--- config.mk ---
export PLATFORM = sky130hd
export DESIGN_NAME = dmi_router
export DESIGN_NICKNAME = d
export VERILOG_FILES = /design/src/rtl/dmi_pkg.sv /design/src/rtl/dmi_addr_decode.sv /design/src/rtl/dmi_router.sv
export SDC_FILE = /design/constraint.sdc
export NUM_CORES = 1
export LEC_CHECK = 0
export ABC_CLOCK_PERIOD_IN_PS = 1580
export CAP_MARGIN = 25
export CORE_ASPECT_RATIO = 2
export CORE_MARGIN = 8
export CORE_UTILIZATION = 37
export CTS_BUF_LIST = sky130_fd_sc_hd__clkbuf_8 sky130_fd_sc_hd__clkbuf_16
export DETAILED_ROUTE_END_ITERATION = 7
export MAX_ROUTING_LAYER = met4
export PLACE_DENSITY = 0.76
export RECOVER_POWER = 100
export SLEW_MARGIN = 25
export SYNTH_ARGS = -nofsm -noshare
export SYNTH_HDL_FRONTEND = slang
export SYNTH_HIERARCHICAL = 1
export SYNTH_SLANG_ARGS = --single-unit
export TNS_END_PERCENT = 30
--- constraint.sdc ---
create_clock -name clk -period 1.58 [get_ports clk]
set_input_delay 0.316 -clock clk [delete_from_list [all_inputs] [get_ports clk]]
set_output_delay 0.316 -clock clk [all_outputs]
set_load 0.005 [all_outputs]
--- src/rtl/dmi_pkg.sv ---
// Shared DMI DBus field layout, op/response encodings and router FSM state type.
package dmi_pkg;

    localparam int unsigned ADDR_BITS = 7;
    localparam int unsigned DATA_BITS = 32;
    localparam int unsigned OP_BITS   = 2;

    localparam int unsigned OP_LSB    = 0;
    localparam int unsigned DATA_LSB  = OP_LSB + OP_BITS;
    localparam int unsigned ADDR_LSB  = DATA_LSB + DATA_BITS;

    localparam logic [OP_BITS-1:0] OP_NOP   = 2'd0;
    localparam logic [OP_BITS-1:0] OP_READ  = 2'd1;
    localparam logic [OP_BITS-1:0] OP_WRITE = 2'd2;

    localparam logic [OP_BITS-1:0] RESP_OK     = 2'd0;
    localparam logic [OP_BITS-1:0] RESP_FAILED = 2'd2;
    localparam logic [OP_BITS-1:0] RESP_BUSY   = 2'd3;

    typedef enum logic [1:0] {
        Q_IDLE = 2'd0,
        Q_REQ  = 2'd1,
        Q_RSP  = 2'd2,
        Q_OUT  = 2'd3
    } t_router_fsm;

endpackage

--- src/rtl/dmi_addr_decode.sv ---
// Two-way DMI address decoder: DM0 below DM1_BASE, DM1 window rebased to 0, rest unmapped.
module dmi_addr_decode
    import dmi_pkg::*;
#(
    parameter logic [ADDR_BITS-1:0] DM1_BASE = 7'h40,
    parameter logic [ADDR_BITS-1:0] DM1_SIZE = 7'h30
) (
    input  logic [ADDR_BITS-1:0] addr,
    output logic                 sel,
    output logic                 unmapped,
    output logic [ADDR_BITS-1:0] rebased_addr
);

    // One extra bit so a window reaching the top of the address space cannot wrap.
    localparam logic [ADDR_BITS:0] DM1_END = {1'b0, DM1_BASE} + {1'b0, DM1_SIZE};

    always_comb begin
        sel          = 1'b0;
        unmapped     = 1'b0;
        rebased_addr = addr;
        if ({1'b0, addr} >= DM1_END) begin
            unmapped = 1'b1;
        end else if (addr >= DM1_BASE) begin
            sel          = 1'b1;
            rebased_addr = addr - DM1_BASE;
        end
    end

endmodule

--- src/rtl/dmi_router.sv ---
// Routes one DTM DBus port to two Debug Modules by address, one transaction at a time.
// Optional response timeout with late-response draining: define DMI_ROUTER_TIMEOUT_EN.
module dmi_router
    import dmi_pkg::*;
#(
    parameter int unsigned          DBUS_REQ_BITS  = 41,
    parameter int unsigned          DBUS_RSP_BITS  = 34,
    parameter logic [ADDR_BITS-1:0] DM1_BASE       = 7'h40,
    parameter logic [ADDR_BITS-1:0] DM1_SIZE       = 7'h30,
    parameter int unsigned          TIMEOUT_CYCLES = 256
) (
    input  logic                     clk,
    input  logic                     rst_n,
    input  logic                     dtm_req_vld,
    output logic                     dtm_req_rdy,
    input  logic [DBUS_REQ_BITS-1:0] dtm_req_bits,
    output logic                     dtm_rsp_vld,
    input  logic                     dtm_rsp_rdy,
    output logic [DBUS_RSP_BITS-1:0] dtm_rsp_bits,
    output logic                     dm0_req_vld,
    input  logic                     dm0_req_rdy,
    output logic [DBUS_REQ_BITS-1:0] dm0_req_bits,
    input  logic                     dm0_rsp_vld,
    output logic                     dm0_rsp_rdy,
    input  logic [DBUS_RSP_BITS-1:0] dm0_rsp_bits,
    output logic                     dm1_req_vld,
    input  logic                     dm1_req_rdy,
    output logic [DBUS_REQ_BITS-1:0] dm1_req_bits,
    input  logic                     dm1_rsp_vld,
    output logic                     dm1_rsp_rdy,
    input  logic [DBUS_RSP_BITS-1:0] dm1_rsp_bits
);

    if (TIMEOUT_CYCLES < 1) begin : g_bad_timeout
        $error("dmi_router: TIMEOUT_CYCLES must be at least 1");
    end

    t_router_fsm          state;
    t_router_fsm          state_nxt;
    logic                 sel;
    logic                 dec_sel;
    logic                 dec_unmapped;
    logic [ADDR_BITS-1:0] dec_addr;
    logic                 accept;
    logic                 req_done;
    logic                 rsp_take;
    logic                 out_done;
    logic                 timeout;
    logic [1:0]           drain;

    dmi_addr_decode #(
        .DM1_BASE (DM1_BASE),
        .DM1_SIZE (DM1_SIZE)
    ) u_decode (
        .addr         (dtm_req_bits[ADDR_LSB +: ADDR_BITS]),
        .sel          (dec_sel),
        .unmapped     (dec_unmapped),
        .rebased_addr (dec_addr)
    );

    assign accept   = dtm_req_vld && (state == Q_IDLE);
    assign req_done = sel ? (dm1_req_vld && dm1_req_rdy) : (dm0_req_vld && dm0_req_rdy);
    assign rsp_take = (state == Q_RSP) && (sel ? dm1_rsp_vld : dm0_rsp_vld);
    assign out_done = dtm_rsp_vld && dtm_rsp_rdy;

`ifdef DMI_ROUTER_TIMEOUT_EN
    localparam int unsigned CNT_W = $clog2(TIMEOUT_CYCLES + 1);

    logic [CNT_W-1:0] wait_cnt;

    assign timeout = (state == Q_RSP) && !rsp_take &&
                     (wait_cnt == CNT_W'(TIMEOUT_CYCLES - 1));

    // A timed-out DM is drained: its next response is accepted and dropped.
    always_ff @(posedge clk) begin
        if (!rst_n) begin
            wait_cnt <= '0;
            drain    <= '0;
        end else begin
            if (state == Q_RSP) begin
                wait_cnt <= wait_cnt + 1'b1;
            end else begin
                wait_cnt <= '0;
            end
            if (timeout && !sel) begin
                drain[0] <= 1'b1;
            end else if (drain[0] && dm0_rsp_vld) begin
                drain[0] <= 1'b0;
            end
            if (timeout && sel) begin
                drain[1] <= 1'b1;
            end else if (drain[1] && dm1_rsp_vld) begin
                drain[1] <= 1'b0;
            end
        end
    end
`else
    assign timeout = 1'b0;
    assign drain   = '0;
`endif

    always_ff @(posedge clk) begin
        if (!rst_n) begin
            state <= Q_IDLE;
        end else begin
            state <= state_nxt;
        end
    end

    always_comb begin
        state_nxt   = state;
        dtm_req_rdy = (state == Q_IDLE);
        dm0_rsp_rdy = ((state == Q_RSP) && !sel) || drain[0];
        dm1_rsp_rdy = ((state == Q_RSP) &&  sel) || drain[1];
        case (state)
            Q_IDLE: if (accept) state_nxt = dec_unmapped ? Q_OUT : Q_REQ;
            Q_REQ:  if (req_done) state_nxt = Q_RSP;
            Q_RSP:  if (rsp_take || timeout) state_nxt = Q_OUT;
            Q_OUT:  if (out_done) state_nxt = Q_IDLE;
            default: state_nxt = Q_IDLE;
        endcase
    end

    always_ff @(posedge clk) begin
        if (!rst_n) begin
            sel          <= 1'b0;
            dm0_req_vld  <= 1'b0;
            dm0_req_bits <= '0;
            dm1_req_vld  <= 1'b0;
            dm1_req_bits <= '0;
            dtm_rsp_vld  <= 1'b0;
            dtm_rsp_bits <= '0;
        end else begin
            if (accept) begin
                sel <= dec_sel;
                if (dec_unmapped) begin
                    dtm_rsp_bits <= {{DATA_BITS{1'b0}}, RESP_FAILED};
                    dtm_rsp_vld  <= 1'b1;
                end else if (dec_sel) begin
                    dm1_req_bits <= {dec_addr, dtm_req_bits[ADDR_LSB-1:0]};
                    dm1_req_vld  <= !drain[1];
                end else begin
                    dm0_req_bits <= dtm_req_bits;
                    dm0_req_vld  <= !drain[0];
                end
            end

            // A request parked behind a draining DM launches once the drain clears.
            if (req_done) begin
                dm0_req_vld <= 1'b0;
                dm1_req_vld <= 1'b0;
            end else if (state == Q_REQ) begin
                if (!sel && !drain[0]) dm0_req_vld <= 1'b1;
                if ( sel && !drain[1]) dm1_req_vld <= 1'b1;
            end

            if (rsp_take) begin
                dtm_rsp_bits <= sel ? dm1_rsp_bits : dm0_rsp_bits;
                dtm_rsp_vld  <= 1'b1;
            end else if (timeout) begin
                dtm_rsp_bits <= {{DATA_BITS{1'b0}}, RESP_BUSY};
                dtm_rsp_vld  <= 1'b1;
            end else if (out_done) begin
                dtm_rsp_vld <= 1'b0;
            end
        end
    end

endmodule

==> insert_results.sql <==
INSERT INTO impl_metrics (metric_group, metric, value, unit) VALUES
('sta', 'timing.slew.headroom', '72.9', '%'),
('route', 'wirelength_per_cell', '18.1', 'µm'),
('sta', 'fin_crit_sh', '105', '%'),
('cells_and_area', 'design.final.nets', '982', ''),
('sta', 'clock_tree_skew_after_final_layout', '0.00782', 'ns'),
('yosys', 'yosys_warnings', '6', ''),
('outcome', 'failing_checks', 'negative setup slack', ''),
('sta', 'worst_pin_slew', '0.404', 'ns'),
('min_path', 'hp-class', 'reg -> reg', ''),
('pwr', 'power.share.clock', '35.3', '%'),
('yosys', 'synth_cell_type_count', '27', ''),
('yosys', 'synth_area', '4890', 'µm²'),
('global_route', 'first_pass_grt_wire_length', '28.0', 'mm'),
('yosys', 'syn_nets', '725', ''),
('place', 'total_of_buffers_placed_on_input_and_output_ports', '238', ''),
('sta', 'rsz0062_at_grt', 'true', ''),
('global_route', 'pin_count_of_the_biggest_net_entering_global_routing', '63', ''),
('yosys', 'synth-edff-count', '0', ''),
('worst_setup_path', 'critPathArrivalTime', '1.99', 'ns'),
('worst_setup_path', 'path_buf_inv', '6', ''),
('cells_and_area', 'fin_cells', '1024', ''),
('place', 'placed_cell_area', '7620', 'µm²'),
('cts', 'numClockSinks', '122', ''),
('place', 'routabilityCongestion', '0.837', ''),
('route', 'drt-vias-per-instance', '5.01', ''),
('cells_and_area', 'fraction_of_final_layout_cells_with_drive_strength_greater_than_1', '21.6', '%'),
('pwr', 'netSwitchingPower', '0.00309', 'W'),
('global_route', 'grt_use_total', '20.8', '%'),
('sta', 'hold_slack', '0.448', 'ns'),
('yosys', 'synthTopCellsByCount', 'nand2_1 (202), a21oi_1 (123), dfxtp_1 (122)', ''),
('route', 'maxUsedRoutingLayer', 'met4', ''),
('route', 'wl_met1', '6.75', 'mm'),
('sta', 'layout_setup_ws', '-0.0769', 'ns'),
('pwr', 'combPwrFrac', '29.9', '%'),
('worst_setup_path', 'cell_seen_most_often_among_critical_path_stages', 'buf_6', ''),
('pwr', 'switching_share', '29.6', '%'),
('cts', 'clock_tree_from_tritoncts', 'built', ''),
('cts', 'clock_insertion_delay_worst_skew', '0.41', 'ns'),
('outcome', 'run_status', 'complete, but fails checks', ''),
('die', 'row_count', '59', ''),
('place', 'place_inst', '974', ''),
('yosys', 'synth_most_common_cell', 'nand2_1', ''),
('die', 'floorplan.die_area', '17400', 'µm²'),
('worst_setup_path', 'path_max_fanout', '7', ''),
('pwr', 'power.density_cell_area', '1210', 'nW/µm²'),
('sta', 'timing.final.hold_violations', '0', ''),
('yosys', 'syn-instance-count', '602', ''),
('yosys', 'post_synth_top_flop', 'dfxtp_1', ''),
('sta', 'totalNegativeSetupSlack', '-1.87', 'ns'),
('route', 'met3RoutedLength', '1.03', 'mm'),
('worst_setup_path', 'crit_path_start_kind', 'flip-flop', ''),
('worst_setup_path', 'critical_path.top_delay_family', 'buffers and inverters', ''),
('route', 'routed_wl_met2', '10.0', 'mm'),
('yosys', 'synth.yosys.seq_area_share', '49.9', '%'),
('die', 'core', '13000', 'µm²'),
('yosys', 'post-synth-top-area-fraction', '49.9', '%'),
('route', 'postRouteAntennaNets', '0', ''),
('worst_setup_path', 'worstPathCellList', 'inv_4 -> buf_6 -> ha_4 -> nand2_4 -> buf_6 -> nor3_4 -> buf_6 -> buf_12 -> buf_16 -> nand2_4 -> a21oi_2', ''),
('worst_setup_path', 'worst_path_largest_cell_delay', '0.33', 'ns'),
('global_route', 'grt.overflow.total', '0', ''),
('run', 'maxCapViolations', '0', ''),
('sta', 'max_clock_freq', '604', 'MHz'),
('pwr', 'power.ir.vdd_worst', '0.936', 'mV'),
('sta', 'finalSetupViolations', '59', ''),
('pwr', 'total_leakage_power', '3.56', 'nW'),
('route', 'detail_route.first_pass.iterations', '4', ''),
('cells_and_area', 'syn_to_final_growth', '77.0', '%'),
('yosys', 'postSynth.asyncResetShare', '0', '%'),
('global_route', 'first_global_vias', '5206', ''),
('die', 'die_width', '97.3', 'µm'),
('cts', 'clockBufferDepth', '2', '');
flip-flops by register name, indices dropped and copies added, names as in the netlist:
signal and flops:
sel 1, dm0_req_bits 41, dm1_req_vld 1, dm0_req_vld 1, dtm_rsp_vld 1, dm1_req_bits 41, state 2, dtm_rsp_bits 34
cell usage in the layout, fill, tap and decap left out, types with 12 or more instances in the layout:
cell type and instances:
nand3_1 36, a21oi_2 32, clkdlybuf4s50_1 151, mux2_2 33
dfxtp_1 119, buf_4 23, nand2_1 179, dlygate4sd2_1 84
clkbuf_16 18, a21oi_1 91, buf_6 12, buf_12 12
nand2_4 12
tightest hold or removal path: cells and delay by family (launching register included):
family,cells,cell delay (ns)
flops,1,0.30
simple gates,1,0.05
compound gates,1,0.05
power by group through the flow:
stage / Combinational (W) / Sequential [W] / Clock, W
floorplan: 0.00111 / 0.00370 / 0
global placement: 0.00270 / 0.00367 / 0
detailed placement: 0.00272 / 0.00368 / 0
CTS: 0.00301 / 0.00362 / 0.00378
global route: 0.00337 / 0.00367 / 0.00390
finish: 0.00313 / 0.00363 / 0.00369
path summary, 6_finish.rpt:
kind	from	end	slack, ns	cells past startpoint
setup reg to reg	state[0]$_SDFFE_PN0P_	dm0_req_bits[9]$_SDFFE_PN0P_	-0.08	11
hold / removal	dm1_req_bits[40]$_SDFFE_PN0P_	dm1_req_bits[40]$_SDFFE_PN0P_	0.45	2
setup / recovery	state[0]$_SDFFE_PN0P_	dm0_req_bits[9]$_SDFFE_PN0P_	-0.08	11
hold reg to reg	dm1_req_bits[40]$_SDFFE_PN0P_	dm1_req_bits[40]$_SDFFE_PN0P_	0.45	2
through the flow:
step | total power (W) | setup WS [ns] | util, %
finish | 0.0104 | -0.0769 | 66.6
global route | 0.0109 | -0.155 | 66.6
CTS | 0.0104 | -0.0953 | 65.0
detailed placement | 0.00640 | -0.413 | 58.6
global placement | 0.00637 | -0.350 | 58.6
floorplan | 0.00481 | 0.0140 | -
cell type report:
type                    instances  area [µm²]
clock buffers                  17         425
clock inverters                15         139
well taps                     152         190
multi-input cells             423        2460
repair buffers                290        2970
inverters                       5        22.5
flip-flops and latches        122        2450
fillers                      1122        4340
cell families (layout without fill, tap and decap cells):
group | after synthesis | after routing | share of synthesized area, %
and+or+nand+nor | 250 | 250 | 20.9
buffers and inverters | 57 | 327 | 5.37
DFF | 122 | 122 | 49.9
muxes | 36 | 36 | 8.21
adders and majority gates | 6 | 6 | 1.54
AOI/OAI and AO/OA | 131 | 131 | 14.0
metal layers:
metal | GRT usage (%) | vias to the layer above
li1 | - | 2515
met1 | 19.8 | 2385
met2 | 37.9 | 185
met5 | - | -
met3 | 5.43 | 42
met4 | 10.7 | 0
repair_timing:
item	CTS	global route
gates cloned	5	1
pin swaps	16	24
buffers inserted	10	3
hold buffers	0	0
resized for setup	142	49
setup endpoints to repair	163	119
Note: power is estimated with default switching activity, not from simulation.
